`src/rtl/ifq_pkg.sv`:
```
// Shared constants for the instruction fetch queue: default depth, instruction
// width, the word driven on instr_data when nothing is valid, and counter sizing.
package ifq_pkg;

    localparam int IFQ_DEPTH_DEFAULT = 4;
    localparam int INSTR_W           = 32;
    localparam logic [INSTR_W-1:0] NOP_WORD = 32'h0000_0000;

    // Occupancy counters need one extra bit so that "full" (== DEPTH) is representable.
    function automatic int cnt_w(input int depth);
        return $clog2(depth) + 1;
    endfunction

endpackage

```
`src/rtl/ifq_fifo.sv`:
```
// Generic synchronous FIFO with synchronous clear; DEPTH must be a power of two
// so the read/write pointers wrap naturally.
module ifq_fifo
    import ifq_pkg::*;
#(
    parameter int WIDTH = 32,
    parameter int DEPTH = IFQ_DEPTH_DEFAULT,
    localparam int CW   = cnt_w(DEPTH)
) (
    input  logic             clk,
    input  logic             reset,
    input  logic             i_push,
    input  logic             i_pop,
    input  logic             i_clear,
    input  logic [WIDTH-1:0] i_data,
    output logic [WIDTH-1:0] o_data,
    output logic [CW-1:0]    o_count,
    output logic             o_full,
    output logic             o_empty
);

    localparam int PW = $clog2(DEPTH);

    logic [WIDTH-1:0] r_mem [DEPTH];
    logic [PW-1:0]    r_wr_ptr;
    logic [PW-1:0]    r_rd_ptr;
    logic [CW-1:0]    r_count;
    logic             w_push;
    logic             w_pop;

    assign o_full  = (r_count == CW'(DEPTH));
    assign o_empty = (r_count == '0);
    assign o_count = r_count;
    assign o_data  = r_mem[r_rd_ptr];

    // A push into a full FIFO is only honoured when a pop frees the slot this cycle.
    assign w_pop  = i_pop & ~o_empty;
    assign w_push = i_push & (~o_full | w_pop);

    always_ff @(posedge clk) begin
        if (!reset || i_clear) begin
            r_wr_ptr <= '0;
            r_rd_ptr <= '0;
            r_count  <= '0;
        end else begin
            if (w_push) r_wr_ptr <= r_wr_ptr + 1'b1;
            if (w_pop)  r_rd_ptr <= r_rd_ptr + 1'b1;
            r_count <= r_count + CW'(w_push) - CW'(w_pop);
        end
    end

    always_ff @(posedge clk) begin
        if (w_push) r_mem[r_wr_ptr] <= i_data;
    end

    a_no_overflow: assert property (@(posedge clk) disable iff (!reset)
        !(i_push && !i_clear && o_full && !i_pop));

endmodule

```
`src/rtl/instr_fetch_queue.sv`:
```
// Fetch stage: issues PC reads to instruction memory under a credit limit, tags
// returned words with their PC and hands them to decode; flush drops everything
// queued or in flight. Define IFQ_BYPASS_EN for a same-cycle response bypass.
module instr_fetch_queue
    import ifq_pkg::*;
#(
    parameter int DEPTH = IFQ_DEPTH_DEFAULT,
    parameter int AW    = 32
) (
    input  logic               clk,
    input  logic               reset,
    input  logic [AW-1:0]      pc_in,
    input  logic               pc_valid,
    output logic               pc_ready,
    input  logic               flush,
    output logic               imem_req_valid,
    input  logic               imem_req_ready,
    output logic [AW-1:0]      imem_addr,
    input  logic               imem_rsp_valid,
    input  logic [INSTR_W-1:0] imem_rsp_data,
    output logic               instr_valid,
    input  logic               instr_ready,
    output logic [INSTR_W-1:0] instr_data,
    output logic [AW-1:0]      instr_pc
);

    localparam int CW = cnt_w(DEPTH);
    localparam int DW = INSTR_W + AW;

    logic [CW-1:0] w_addr_count;
    logic [CW-1:0] w_data_count;
    logic [AW-1:0] w_addr_head;
    logic [DW-1:0] w_data_head;
    logic          w_addr_full;
    logic          w_addr_empty;
    logic          w_data_full;
    logic          w_data_empty;
    logic          w_credit_ok;
    logic          w_fire;
    logic          w_rsp_keep;
    logic          w_bypass;
    logic          w_data_push;
    logic          w_data_pop;
    logic [CW-1:0] w_inflight_next;
    logic [CW-1:0] r_drop_cnt;

    // Outstanding reads (including ones that will be dropped) plus buffered words
    // never exceed DEPTH, so every response is guaranteed a data FIFO slot.
    assign w_credit_ok = ({1'b0, w_addr_count} + {1'b0, w_data_count}) < (CW+1)'(DEPTH);

    assign imem_req_valid = reset & pc_valid & w_credit_ok & ~flush;
    assign pc_ready       = reset & imem_req_ready & w_credit_ok & ~flush;
    assign imem_addr      = pc_in;
    assign w_fire         = pc_valid & pc_ready;

    assign w_rsp_keep = imem_rsp_valid & (r_drop_cnt == '0) & ~flush;

`ifdef IFQ_BYPASS_EN
    assign w_bypass    = reset & w_rsp_keep & w_data_empty;
    assign w_data_push = w_rsp_keep & ~(w_bypass & instr_ready);
`else
    assign w_bypass    = 1'b0;
    assign w_data_push = w_rsp_keep;
`endif

    // A handshake in the flush cycle is ignored; the clear discards that word.
    assign w_data_pop = ~w_data_empty & instr_ready & ~flush;

    assign instr_valid = ~w_data_empty | w_bypass;

    always_comb begin
        instr_data = NOP_WORD;
        instr_pc   = '0;
        if (w_bypass) begin
            instr_data = imem_rsp_data;
            instr_pc   = w_addr_head;
        end else if (!w_data_empty) begin
            instr_data = w_data_head[DW-1:AW];
            instr_pc   = w_data_head[AW-1:0];
        end
    end

    // Reads still pending after this edge; a response landing in the flush cycle is not counted.
    assign w_inflight_next = w_addr_count + CW'(w_fire) - CW'(imem_rsp_valid);

    always_ff @(posedge clk) begin
        if (!reset) begin
            r_drop_cnt <= '0;
        end else if (flush) begin
            r_drop_cnt <= w_inflight_next;
        end else if (imem_rsp_valid && (r_drop_cnt != '0)) begin
            r_drop_cnt <= r_drop_cnt - 1'b1;
        end
    end

    ifq_fifo #(
        .WIDTH (AW),
        .DEPTH (DEPTH)
    ) u_addr_fifo (
        .clk     (clk),
        .reset   (reset),
        .i_push  (w_fire),
        .i_pop   (imem_rsp_valid),
        .i_clear (1'b0),
        .i_data  (pc_in),
        .o_data  (w_addr_head),
        .o_count (w_addr_count),
        .o_full  (w_addr_full),
        .o_empty (w_addr_empty)
    );

    ifq_fifo #(
        .WIDTH (DW),
        .DEPTH (DEPTH)
    ) u_data_fifo (
        .clk     (clk),
        .reset   (reset),
        .i_push  (w_data_push),
        .i_pop   (w_data_pop),
        .i_clear (flush),
        .i_data  ({imem_rsp_data, w_addr_head}),
        .o_data  (w_data_head),
        .o_count (w_data_count),
        .o_full  (w_data_full),
        .o_empty (w_data_empty)
    );

    a_addr_no_overflow: assert property (@(posedge clk) disable iff (!reset)
        !(w_fire && w_addr_full));
    a_rsp_has_request: assert property (@(posedge clk) disable iff (!reset)
        !(imem_rsp_valid && w_addr_empty));
    a_data_no_overflow: assert property (@(posedge clk) disable iff (!reset)
        !(w_data_push && !flush && w_data_full && !w_data_pop));

endmodule

```
`config.mk`:
```
export PLATFORM = sky130hd
export DESIGN_NAME = instr_fetch_queue
export DESIGN_NICKNAME = d
export VERILOG_FILES = /design/src/rtl/ifq_pkg.sv /design/src/rtl/ifq_fifo.sv /design/src/rtl/instr_fetch_queue.sv
export SDC_FILE = /design/constraint.sdc
export NUM_CORES = 1
export LEC_CHECK = 0
export ABC_CLOCK_PERIOD_IN_PS = 2800
export CELL_PAD_IN_SITES_DETAIL_PLACEMENT = 1
export CELL_PAD_IN_SITES_GLOBAL_PLACEMENT = 1
export CORE_MARGIN = 4
export CORE_UTILIZATION = 44
export DETAILED_ROUTE_END_ITERATION = 10
export PLACE_DENSITY_LB_ADDON = 0.1
export SYNTH_ARGS = -nofsm -noshare
export SYNTH_HDL_FRONTEND = slang
export SYNTH_SLANG_ARGS = --single-unit
```
`constraint.sdc`:
```
create_clock -name clk -period 2.8 [get_ports clk]
set_clock_uncertainty 0.2 [all_clocks]
set_input_delay 0.56 -clock clk [delete_from_list [all_inputs] [get_ports clk]]
set_output_delay 0.56 -clock clk [all_outputs]
set_load 0.05 [all_outputs]
```
==> results.txt <==
----------------------------------------------------
[Clocking]
  Post-cts hold buffer count ... 0
  Root cell of the clock tree ... sky130_fd_sc_hd__clkbuf_16
  CTS Sinks ... between 400 and 500
  H-tree levels ... 2
  Buffers from clock root to sink, at most ... 3
  Clock-pin transition on the worst setup and hold timing paths ... approximately 0.060 ns
  CTS Buf Count ... 43
  TritonCTS clock tree ... built
  Later-pin clock latency in the skew report ... 0.53 ns

[Min path]
  Hold Path End ... u_addr_fifo.r_wr_ptr[1]
  Launch instance of the worst min-delay path ... u_addr_fifo.r_wr_ptr[1]
  Worst hold-check path type ... flop to flop
  Hold path cells ... 2

[Status]
  Violations in the final reports ... negative setup slack
  Result of the run ... finished, violations left

[STA]
  Final count of pins violating max slew ... 0
  Unrepaired setup endpoints after global routing ... true
  Slew at the pin closest to its max-slew limit ... 0.554 ns
  Post-layout min period ... around 2.8 ns
  Achievable frequency ... 0.351 GHz
  Final period util ... 102%
  Final Hold Vio Count ... 0
  Final worst slack ... -0.0458 ns
  Worst relative slew slack ... 63.1%
  Total of endpoints with negative setup slack in the final report ... 38

[Yosys]
  Number of nets produced by synthesis ... 830
  Cell types with the largest area share after synthesis ... sky130_fd_sc_hd__edfxtp_1 (73%), sky130_fd_sc_hd__mux4_2 (13%), sky130_fd_sc_hd__and2_1 (3.0%), sky130_fd_sc_hd__dfxtp_1 (2.7%), sky130_fd_sc_hd__buf_4 (1.5%)
  Synth Area per Inst ... 21.5 um2
  Area share of the largest cell type after synthesis ... 72.8%
  Cell count after synthesis ... 738
  Netlist area before placement ... 0.0158 mm2
  Count leader, synth ... sky130_fd_sc_hd__edfxtp_1
  Synth warn ... 0
  Number of enable-type register cells in the synthesized netlist ... 384
  Leading post-synthesis cells by instance count ... sky130_fd_sc_hd__edfxtp_1 (384), sky130_fd_sc_hd__mux4_2 (93), sky130_fd_sc_hd__and2_1 (76), sky130_fd_sc_hd__buf_4 (32), sky130_fd_sc_hd__dfxtp_1 (21)
  Number of synthesized register bits ... 405
  Sequential-to-total area share from yosys stat ... 75.4%
  Top cell type by total area after synthesis ... sky130_fd_sc_hd__edfxtp_1
  Ys async rst share ... 0%
  Number of unique standard cell types used by synthesis ... 39
  Most used DFF post-synth ... sky130_fd_sc_hd__edfxtp_1

[Pwr]
  Internal cell power ... 11.1 mW
  Switching share of power ... 23.4%
  Part of the power in registers ... between 40% and 50%
  Clock share of power ... 36.2%
  Combinational fraction of design power ... 14.9%
  Worst vdd rail ir drop ... approximately 0.00056 V
  Power Dens Cells ... 713 mW/mm2
  Reported net switching power ... 3.40 mW
  Leakage dissipation ... slightly below 7 nW

[Worst setup path]
  Crit path required time ... 2.04 ns
  Arrival time at the worst endpoint ... 2.09 ns
  R2R Path Start ... u_addr_fifo.o_count[2]
  Family with the most delay on the worst path ... multiplexers
  R2r setup slk ... 0.12 ns
  Setup Crit Path Kind ... flop to output port
  Crit-path max cell delay ... around 0.5 ns
  Number of cells on the worst reg-to-reg path ... 11
  Type of destination of the critical path ... output port
  Critical path launch point type ... flop
  Critical-path top delay cell ... sky130_fd_sc_hd__mux4_2
  Maximum fanout encountered on the critical timing path ... 5
  Endpoint of the most critical register-to-register path ... r_drop_cnt[2]
  Crit path buffers/inverters ... 3
  Cell chain of the critical path ... buf_12, clkbuf_16, mux4_2, and2_4, buf_6

[Floorplanning]
  Overall die area ... 0.0391 mm2
  Ports placed on the boundary ... 170
  Core footprint ... ~0.036 mm2
  Total number of placement rows ... a little under 70
  Effective utilization at floorplan ... 44.6%
  Die height ... 198 um
  Die X-Extent ... 198 um

[Layout]
  ANT cells ... 0
  Fin util ... 57.2%
  Area added between synthesis and finish ... 28.4%
  Fraction of layout instances using a drive strength above 1 ... around 40%
  Layout net count ... 1043
  Fill count ... 3019

[Routing]
  Final routed DRC violation total ... 0
  Total iterations of the first detailed-routing run ... 5
  Number of nets with antenna violations after detailed routing ... 0
  First-iteration detailed-routing DRC count ... 476
  Total number of vias ... 7657
  Post-Route WL ... between 30000 and 40000 um
  WL/cell ... 24.0 um
  Number of vias per cell ... 5.31

[Global routing]
  Global-route wire length before repair ... 52300 um
  Via count of the first global-routing pass ... 8502
  Largest net degree at the start of global routing ... 33
  Total congestion overflow ... 0
  Total global routing track utilization ... 17.6%
  Number of antenna violations at the first check in global routing ... 0

[Placed design]
  Detailed placer's ending HPWL ... 21300 um
  Post-place setup slack ... -0.429 ns
  Number of buffer cells added on primary ports ... 169
  Global placer's final weighted congestion ... 0.770

[Run]
  Max capacitance violation total ... 0

----------------------------------------------------
registers in the layout, indices dropped and copies added (netlist names), named ones only:
signal / flops
u_addr_fifo.r_rd_ptr: 2
u_data_fifo.r_wr_ptr: 2
u_data_fifo.r_mem: 256
u_addr_fifo.r_mem: 128
u_data_fifo.o_count: 3
r_drop_cnt: 3
u_addr_fifo.r_wr_ptr: 2
u_data_fifo.r_rd_ptr: 2
u_addr_fifo.o_count: 3
worst reg2reg max path, delay by kind of cell, from the launching register on:
family / cells / cell delay (ns)
buf+inv: 1 / 0.04
flops: 1 / 0.31
fa+ha+maj: 4 / 1.11
simple gates: 5 / 0.78
xor+xnor: 1 / 0.12
how the worst max path moves through the flow:
stage | depth (start not counted) | slack (ns) | to | from
2_1_floorplan | 11 | 0.02 | r_drop_cnt[2] | u_addr_fifo.o_count[2]
3_3_place_gp | 11 | -0.38 | r_drop_cnt[2] | reset
3_5_place_dp | 11 | -0.43 | r_drop_cnt[2] | reset
4_1_cts | 5 | -0.11 | instr_data[27] | flop
5_1_grt | 5 | -0.11 | instr_pc[25] | flop
6_report | 5 | -0.05 | instr_pc[25] | flop
per-stage QoR:
stage               instance area [um2]  cells  hold WS, ns  power, mW  setup TNS [ns]
floorplan                         15800    738        0.268       8.51               0
global placement                  18200   1351        0.287       9.14          -0.670
detailed placement                18200   1351        0.308       9.23          -0.800
CTS                               20200   1438        0.316       14.7           -3.02
global route                      20300   1441        0.343       15.1           -4.49
finish                            20300   1441        0.314       14.5           -1.02
kinds of logic after synthesis:
logic type	count (synthesis)	share of synthesized area (%)
adder cells (fa/ha/maj)	21	1.80
AND/OR/NAND/NOR	116	4.56
XOR/XNOR	11	0.608
buffers and inverters	79	3.40
multiplexers	99	13.9
AO/OA/AOI/OAI	7	0.316
flip-flops	405	75.4
repair_timing:
action                                  4_1_cts  5_1_grt
endpoints found under the hold margin         0        0
resized for setup                           147       22
pin swaps                                     7        8
cloned                                        8        4
endpoints found under the setup margin       66       63
buffers inserted                              5        1
layout by cell type (no fill, tap or decap), drive strengths merged:
| cell type | netlist | final |
|---|---|---|
| a211o | 1 | 1 |
| a21oi | 2 | 2 |
| a311oi | 1 | 1 |
| a31o | 1 | 1 |
| and2 | 80 | 80 |
| and3 | 1 | 1 |
| buf | 54 | 156 |
| bufinv | 0 | 3 |
| clkbuf | 8 | 60 |
| clkdlybuf4s50 | 0 | 70 |
| clkinv | 0 | 13 |
| dfxtp | 21 | 21 |
| edfxtp | 384 | 384 |
| fa | 3 | 3 |
| ha | 18 | 18 |
| inv | 17 | 19 |
| mux2i | 3 | 3 |
| mux4 | 96 | 96 |
| nand2 | 12 | 12 |
| nand2b | 1 | 1 |
| nand3 | 3 | 3 |
| nor2 | 9 | 9 |
| nor2b | 1 | 1 |
| nor3 | 3 | 3 |
| nor4b | 4 | 4 |
| o21ai | 1 | 1 |
| o31a | 1 | 1 |
| or2 | 1 | 1 |
| or3 | 1 | 1 |
| xnor2 | 7 | 7 |
| xor2 | 4 | 4 |
final cells by class:
cell class,count,area [um2],share of cell area (%)
clock buffer,56,1120,5.53
clock inverter,18,160,0.787
inverter,17,63.8,0.314
multi-input combinational,254,3540,17.4
sequential,405,12000,58.8
tap,461,577,2.84
timing repair buffer,230,2920,14.3
per-layer routing:
layer	wire length, um	track usage (%)	vias to the layer above
li1	-	-	3340
met1	14400	23.3	4087
met2	18100	31.0	195
met3	1560	3.08	35
met4	515	3.39	0
met5	0	0	-
power by group through the flow:
stage | Clock, mW | Sequential (mW) | Combinational [mW]
after CTS | 5.39 | 7.10 | 2.16
after global routing | 5.68 | 7.11 | 2.32
after floorplan | 0 | 7.19 | 1.32
after detailed placement | 0 | 7.23 | 2.00
final | 5.25 | 7.10 | 2.16
after global placement | 0 | 7.21 | 1.93
Power figures use the tool's default switching activity.
